$ cat config.mk
export PLATFORM = sky130hd
export DESIGN_NAME = uart_int_ctrl
export DESIGN_NICKNAME = d
export VERILOG_FILES = /design/src/rtl/uart_int_ctrl_pkg.sv /design/src/rtl/uart_int_prio.sv /design/src/rtl/uart_int_ctrl.sv
export SDC_FILE = /design/constraint.sdc
export NUM_CORES = 1
export LEC_CHECK = 0
export ABC_AREA = 1
export BUFFER_PORTS_ARGS = -buffer_cell sky130_fd_sc_hd__buf_2
export CAP_MARGIN = 20
export CORE_UTILIZATION = 47
export DETAILED_ROUTE_END_ITERATION = 12
export PLACE_DENSITY = 0.88
export REMOVE_ABC_BUFFERS = 1
export SETUP_SLACK_MARGIN = 0.3
export SLEW_MARGIN = 25
export SYNTH_ARGS = -nofsm -noshare
export SYNTH_HDL_FRONTEND = slang
export SYNTH_SLANG_ARGS = --single-unit
$ cat constraint.sdc
create_clock -name CLK -period 1.5 [get_ports CLK]
set_clock_uncertainty 0.1 [all_clocks]
set_input_delay 0.15 -clock CLK [delete_from_list [all_inputs] [get_ports CLK]]
set_output_delay 0.15 -clock CLK [all_outputs]
set_load 0.05 [all_outputs]
$ cat src/rtl/uart_int_ctrl_pkg.sv
// Shared types and default sizing for the UART interrupt controller.
// State encodings are fixed so status/debug readers can decode them.
package uart_int_ctrl_pkg;

    localparam int DEF_NUM_SRC = 8;
    localparam int DEF_ID_W    = 3;

    typedef enum logic [1:0] {
        IDLE   = 2'd0,
        ASSERT = 2'd1,
        CLR    = 2'd2,
        GAP    = 2'd3
    } state_t;

endpackage

$ cat src/rtl/uart_int_prio.sv
// Rotating priority encoder: first set bit of elig at or above ptr, wrapping.
// Fixed priority is the special case ptr = 0.
import uart_int_ctrl_pkg::*;

module uart_int_prio #(
    parameter int NUM_SRC = DEF_NUM_SRC,
    parameter int ID_W    = DEF_ID_W
) (
    input  logic [NUM_SRC-1:0] elig,
    input  logic [ID_W-1:0]    ptr,
    output logic [ID_W-1:0]    id,
    output logic               hit
);

    int j;

    // Scan from the farthest candidate down so the nearest one wins.
    always_comb begin
        id  = '0;
        hit = 1'b0;
        j   = 0;
        for (int i = NUM_SRC - 1; i >= 0; i--) begin
            j = int'(ptr) + i;
            if (j >= NUM_SRC) j = j - NUM_SRC;
            if (elig[j[ID_W-1:0]]) begin
                id  = j[ID_W-1:0];
                hit = 1'b1;
            end
        end
    end

endmodule

$ cat src/rtl/uart_int_ctrl.sv
// Interrupt controller: masks/gates latched pending bits, presents one IRQ
// with source ID, and pulses CLEAR back to the winning latch on acknowledge.
import uart_int_ctrl_pkg::*;

module uart_int_ctrl #(
    parameter int NUM_SRC     = DEF_NUM_SRC,
    parameter int ID_W        = DEF_ID_W,
    parameter int ROUND_ROBIN = 0
) (
    input  logic               CLK,
    input  logic               RESETn,
    input  logic               GLOBAL_EN,
    input  logic [NUM_SRC-1:0] PEND,
    input  logic [NUM_SRC-1:0] MASK,
    input  logic               INT_ACK,
    output logic               IRQ,
    output logic [ID_W-1:0]    INT_ID,
    output logic [NUM_SRC-1:0] CLEAR,
    output logic [NUM_SRC-1:0] PEND_STATUS
);

    state_t             state, state_nxt;
    logic               irq_nxt;
    logic [ID_W-1:0]    id_nxt;
    logic [NUM_SRC-1:0] clear_nxt;
    logic [ID_W-1:0]    ptr, ptr_nxt;
    logic [ID_W-1:0]    ptr_sel;
    logic [NUM_SRC-1:0] elig;
    logic [ID_W-1:0]    win_id;
    logic               win_hit;

    assign elig    = GLOBAL_EN ? (PEND & ~MASK) : '0;
    assign ptr_sel = (ROUND_ROBIN != 0) ? ptr : '0;

    uart_int_prio #(
        .NUM_SRC (NUM_SRC),
        .ID_W    (ID_W)
    ) u_prio (
        .elig (elig),
        .ptr  (ptr_sel),
        .id   (win_id),
        .hit  (win_hit)
    );

    always_comb begin
        state_nxt = state;
        irq_nxt   = IRQ;
        id_nxt    = INT_ID;
        clear_nxt = '0;
        ptr_nxt   = ptr;
        unique case (state)
            IDLE: begin
                if (win_hit) begin
                    irq_nxt   = 1'b1;
                    id_nxt    = win_id;
                    state_nxt = ASSERT;
                end
            end
            ASSERT: begin
                // Acknowledge takes precedence over a simultaneous withdraw.
                if (INT_ACK) begin
                    irq_nxt   = 1'b0;
                    clear_nxt = NUM_SRC'(1) << INT_ID;
                    state_nxt = CLR;
                end else if (!GLOBAL_EN || !PEND[INT_ID] || MASK[INT_ID]) begin
                    irq_nxt   = 1'b0;
                    state_nxt = IDLE;
                end
            end
            CLR: begin
                if (ROUND_ROBIN != 0) begin
                    ptr_nxt = (int'(INT_ID) == NUM_SRC - 1) ? '0 : INT_ID + 1'b1;
                end
                state_nxt = GAP;
            end
            GAP: begin
                state_nxt = IDLE;
            end
            default: state_nxt = IDLE;
        endcase
    end

    always_ff @(posedge CLK) begin
        if (!RESETn) begin
            state       <= IDLE;
            IRQ         <= 1'b0;
            INT_ID      <= '0;
            CLEAR       <= '0;
            PEND_STATUS <= '0;
            ptr         <= '0;
        end else begin
            state       <= state_nxt;
            IRQ         <= irq_nxt;
            INT_ID      <= id_nxt;
            CLEAR       <= clear_nxt;
            PEND_STATUS <= PEND & ~MASK;
            ptr         <= ptr_nxt;
        end
    end

endmodule

==> results by group, run 1 <==
Global route
  • Pin count of the biggest net entering global routing: 12
  • Total track usage: 0.229
  • Total global routing overflow: 0
  • Vias in the first global route: 1041
  • First-pass GRT wire length: roughly 4200 um
  • Initial antenna violation count: 0

Worst setup path
  • Crit-path max FO: 8
  • Crit-path slowest cell: dfxtp_4
  • Crit-path max cell delay: 0.41 ns
  • Crit path capture type: register
  • Register-to-register path setup slack: 0.1 ns
  • Kind of critical path: reg -> reg
  • CP Data Required Time: 1.64 ns
  • Worst path most repeated cell: nand2_2
  • Startpoint Class: register
  • CP Cell Sequence: buf_6 > nand3_2 > nand2_2 > nor2_2 > nand2_1 > nand2_1 > nand3_2 > nand2_2 > nand2_2 > a21oi_2
  • Crit path DAT: 1.54 ns

Place
  • Number of port buffers: 39
  • Hpwl dp: 1870 um
  • Placed inst area: 1240 um^2
  • GP Congestion: approximately 0.9

Clocking
  • H-Tree Depth: 1
  • Num CTS Buffers: 3
  • TritonCTS clock tree: yes
  • Clk Latency, worst-skew pair: 0.29 ns
  • Clock transition at path regs: approximately 0.11 ns
  • CTS Buffer Depth: 2
  • Root Buffer: clkbuf_4
  • CTS Sinks: 22

Synth
  • Seq/Total Area, Yosys: 0.431
  • Cells after synthesis: 155
  • Distinct cell type count after synthesis: 17
  • Avg Cell Area, Syn: 6.60 um^2
  • Seq cells post-synth: 22
  • Mapped Area: 1020 um^2
  • Synth warnings: 0

Detailed routing
  • Residual DRC: 0
  • Vias: 1177
  • DRT Pass-1 Iters: 4
  • Drt total wl: roughly 3000 um
  • Post-DRT Antenna Nets: 0
  • Initial DRC Count: 55
  • Vias/cell: ~5
  • Routed wire per std cell: ~13 um

STA
  • TNS Setup: 0 ns
  • Rel. slew slack: 0.838
  • Slew Limit Fails: 0
  • Worst slew pin tran: 0.240 ns
  • Min Tclk post-route: 1.40 ns
  • Hold Violations, Final: 0
  • Fmax: between 700 and 800 MHz
  • Unrepaired setup endpoints after global routing: true
  • Final period util: 0.935
  • # setup viols final: 0

Finish
  • Finished layout cell area: 1430 um^2
  • Final nets: 228
  • Fillers: between 150 and 200
  • Ant. Diodes: 0
  • Area delta synth->final: 39.5%
  • Share of cells above drive strength 1: 0.340
  • Most frequent cells in the layout: nand2_1 (52), buf_2 (38), nor2_1 (22), dfxtp_1 (19), inv_1 (18)
  • Commonest non-fill, non-tap cell in the layout: nand2_1

Pwr
  • Peak VDD IR: 0.000602 V
  • P_leak: 0.782 nW
  • Pwr/cell area: 1010 nW/um^2

Job
  • MaxCap Viol Count: 0

Min path
  • Min-delay worst type: in -> reg

Floorplan
  • Die area: 2370 um^2
  • Core Area: 2000 um^2
  • Initial Util: 0.511
  • Die Span Y: 48.6 um
  • # IOs: 40
  • DIE WIDTH: around 49 um
  • # rows: 16

Run status
  • Outcome: finished clean
## worst paths after layout
path | startpoint | endpoint | cells after the start
setup / recovery | INT_ID[1]$_SDFFE_PN0P_ | IRQ$_SDFFE_PN0P_ | 10
hold / removal | RESETn | state[0]$_SDFFE_PN0P_ | 3
hold reg to reg | IRQ$_SDFFE_PN0P_ | IRQ$_SDFFE_PN0P_ | 2
setup reg to reg | INT_ID[1]$_SDFFE_PN0P_ | IRQ$_SDFFE_PN0P_ | 10
## layer usage
metal  wire length (um)  track usage
met1               1090        0.253
met2               1500        0.417
met3                225       0.0535
met4                121       0.0931
met5                  0            0
## flip-flops by register name (all words and copies together), names as in the netlist, named ones only
name,count
CLEAR,8
PEND_STATUS,8
INT_ID,3
IRQ,1
state,1
## critical path, delay by kind of cell, from the launching register on
family                 cells  cell delay [ns]
AND/OR/NAND/NOR            8             0.57
flip-flops                 1             0.41
buffers and inverters      1             0.14
AO/OA/AOI/OAI              1             0.12
## logic make-up after synthesis
family | after synthesis | synth area share
and+or+nand+nor | 100 | 0.410
buffers and inverters | 24 | 0.110
DFF | 22 | 0.431
AOI/OAI and AO/OA | 9 | 0.0490
## where the power goes
part / switching [mW] / internal (mW)
clock: 0.163 / 0.0933
sequential: 0.0413 / 0.623
combinational: 0.341 / 0.183
total: 0.545 / 0.900
## synth_stat cells
| library cell | n | area (um^2) |
|---|---|---|
| nand2_1 | 57 | 214 |
| nor2_1 | 25 | 93.8 |
| dfxtp_1 | 22 | 440 |
| inv_1 | 18 | 67.6 |
| nand3_1 | 11 | 55.1 |
| a21oi_1 | 4 | 20.0 |
| nor3_1 | 3 | 15.0 |
| o21ai_0 | 3 | 15.0 |
| buf_4 | 2 | 15.0 |
| buf_6 | 2 | 22.5 |
| inv_2 | 2 | 7.51 |
| a21oi_2 | 1 | 8.76 |
| a31oi_1 | 1 | 6.26 |
| nand3_2 | 1 | 10.0 |
| nand4_1 | 1 | 6.26 |
| nor3_4 | 1 | 16.3 |
| or2_4 | 1 | 8.76 |
## what timing repair did
action	CTS	global route
endpoints found under the setup margin	13	16
cloned	0	0
gates resized for setup	8	16
endpoints found under the hold margin	4	0
hold buffers	7	0
pin swaps	1	13
setup buffers	1	1
## through the flow
stage	utilization	instances	hold WS, ns	worst slack, ns	power, mW
2_1_floorplan	-	151	0.129	-0.258	0.959
3_3_place_gp	0.621	221	0.252	0.175	1.08
3_5_place_dp	0.621	221	0.262	0.132	1.09
4_1_cts	0.681	232	0.0195	0.177	1.37
5_1_grt	0.713	233	0.0355	0.0124	1.52
6_report	0.713	233	0.0249	0.0981	1.45
## cell type report
class | count | area [um^2] | area share
Tap cell | 27 | 33.8 | 0.0237
Sequential cell | 22 | 449 | 0.315
Inverter | 20 | 77.6 | 0.0544
Clock buffer | 3 | 22.5 | 0.0158
Multi-Input combinational cell | 109 | 519 | 0.364
Timing Repair Buffer | 52 | 324 | 0.227
Power figures use the tool's default switching activity.
==> run 2, diff against run 1 <==
--- a/config.mk
+++ b/config.mk
@@ -11,6 +11,7 @@
 export CORE_UTILIZATION = 47
 export DETAILED_ROUTE_END_ITERATION = 12
 export PLACE_DENSITY = 0.88
+export RECOVER_POWER = 50
 export REMOVE_ABC_BUFFERS = 1
 export SETUP_SLACK_MARGIN = 0.3
 export SLEW_MARGIN = 25
==> run 2 against run 1 <==
Against the previous run:
- core utilization decreased by 1.2 points
- final cell count unchanged
- hold slack improved by 0.013 ns
- largest power group unchanged
- global-route usage unchanged
- via count decreased by 1.4%
- critical endpoint unchanged
- non-clock buffer count unchanged
- critical path type unchanged
==> results by group, run 2 (synthesized netlist as in run 1, its figures left out) <==
Place
  • Hpwl dp: 1870 um
  • Post-place setup slack: approximately 0.13 ns
  • GP Congestion: 0.910
  • Placed inst area: approximately 1200 um^2
  • Placed Instances: between 200 and 250
  • Number of port buffers: 39

Pwr
  • Peak VDD IR: 0.000596 V
  • PnR Total Power: around 1.4 mW
  • P_leak: 0.723 nW
  • Pwr/cell area: 1030 nW/um^2

Clocking
  • Num CTS Buffers: 3
  • TritonCTS clock tree: yes
  • Clock transition at path regs: around 0.12 ns
  • H-Tree Depth: 1
  • Root Buffer: clkbuf_4
  • CTS Buffer Depth: 2
  • CTS Sinks: 22
  • Clk Latency, worst-skew pair: between 0.2 and 0.3 ns

Global route
  • Initial antenna violation count: 0
  • First-pass GRT wire length: 4230 um
  • Pin count of the biggest net entering global routing: 12
  • Vias in the first global route: 1041
  • Total global routing overflow: 0
  • Total track usage: 0.229

Job
  • MaxCap Viol Count: 0

STA
  • Rel. slew slack: 0.601
  • Slew Limit Fails: 0
  • Final period util: 0.937
  • Hold Violations, Final: 0
  • Setup ws final: 0.0940 ns
  • Fmax: approximately 710 MHz
  • Fin Hold WS: approximately 0.038 ns
  • Unrepaired setup endpoints after global routing: true
  • Min Tclk post-route: 1.41 ns
  • TNS Setup: 0 ns
  • # setup viols final: 0
  • Worst slew pin tran: 0.600 ns

Finish
  • Finished layout cell area: 1400 um^2
  • Layout Cells excl Fill: 233
  • Ant. Diodes: 0
  • FF+latch area: 449 um^2
  • Share of cells above drive strength 1: 0.262
  • Area delta synth->final: 37.2%
  • Final nets: 228
  • Final Util: 0.701
  • Multi-input logic area: slightly above 500 um^2
  • Commonest non-fill, non-tap cell in the layout: nand2_1
  • Most frequent cells in the layout: nand2_1 (52), buf_2 (24), nor2_1 (23), dfxtp_1 (19), inv_1 (18)
  • Fillers: between 150 and 200
  • Top flop regs: CLEAR: 8 flops, PEND_STATUS: 8 flops, INT_ID: 3 flops

Worst setup path
  • CP Data Required Time: 1.63 ns
  • CP Cell Sequence: buf_6 > nand3_2 > nand2_2 > nor2_2 > nand2_1 > nand2_1 > nand3_2 > nand2_2 > nand2_2 > a21oi_2
  • Crit-path max FO: 8
  • Crit path max-delay family: simple AND/OR/NAND/NOR gates
  • Crit-path max cell delay: about 0.4 ns
  • Startpoint Class: register
  • Buf/Inv on CP: 1
  • Reg2reg start: INT_ID[1]$_SDFFE_PN0P_
  • Crit path capture type: register
  • Worst setup path start: INT_ID[1]$_SDFFE_PN0P_
  • Kind of critical path: reg -> reg
  • Crit-path slowest cell: dfxtp_4
  • Crit path DAT: 1.54 ns
  • Worst path most repeated cell: nand2_2

Floorplan
  • Core Area: 2000 um^2
  • # IOs: 40
  • Die area: 2370 um^2
  • Die Span Y: 48.6 um
  • Initial Util: 0.511
  • DIE WIDTH: 48.6 um
  • # rows: 16

Detailed routing
  • Post-DRT Antenna Nets: 0
  • Residual DRC: 0
  • Initial DRC Count: between 50 and 60
  • Vias/cell: roughly 5.0
  • Routed wire per std cell: approximately 13 um
  • DRT Pass-1 Iters: 4
  • Drt total wl: a little under 3000 um
  • Vias: 1161

Run status
  • Outcome: finished clean

Min path
  • HP Start: PEND[7]
  • Min-delay worst type: in -> reg
-- run 2: power by group --
part           switching, mW  total (mW)  internal (mW)
logic                  0.340       0.518          0.178
clock network          0.163       0.256         0.0933
registers             0.0406       0.664          0.623
-- run 2: worst reg2reg max path, cell delays in order (launching register included) --
cell and delay [ns]:
dfxtp_4 0.41, buf_6 0.14, nand3_2 0.08, nand2_2 0.06
nor2_2 0.08, nand2_1 0.06, nand2_1 0.06, nand3_2 0.10
nand2_2 0.09, nand2_2 0.05, a21oi_2 0.12
-- run 2: worst paths after layout --
check	endpoint	slack (ns)	depth (start not counted)
worst max-delay path	IRQ$_SDFFE_PN0P_	0.09	10
worst min-delay path	PEND_STATUS[7]$_SDFF_PN0_	0.04	3
worst max register to register	IRQ$_SDFFE_PN0P_	0.09	10
worst min register to register	IRQ$_SDFFE_PN0P_	0.39	2
-- run 2: repair_timing --
item / 4_1_cts / 5_1_grt
hold buffers: 7 / 0
endpoints found under the hold margin: 4 / 0
resized for setup: 8 / 16
setup buffers: 1 / 1
setup endpoints to repair: 13 / 16
pin swaps: 1 / 13
cloned: 0 / 0
-- run 2: routing by layer --
layer  global-route usage  part of all wire
met5                    0                 0
met1                0.253              0.38
met4               0.0931             0.036
met3               0.0535             0.070
met2                0.417              0.51
-- run 2: layout make-up --
type                            instances  share of cell area
Clock buffer                            3              0.0161
Inverter                               20              0.0553
Multi-Input combinational cell        109               0.368
Sequential cell                        22               0.320
Tap cell                               27              0.0241
Timing Repair Buffer                   52               0.216
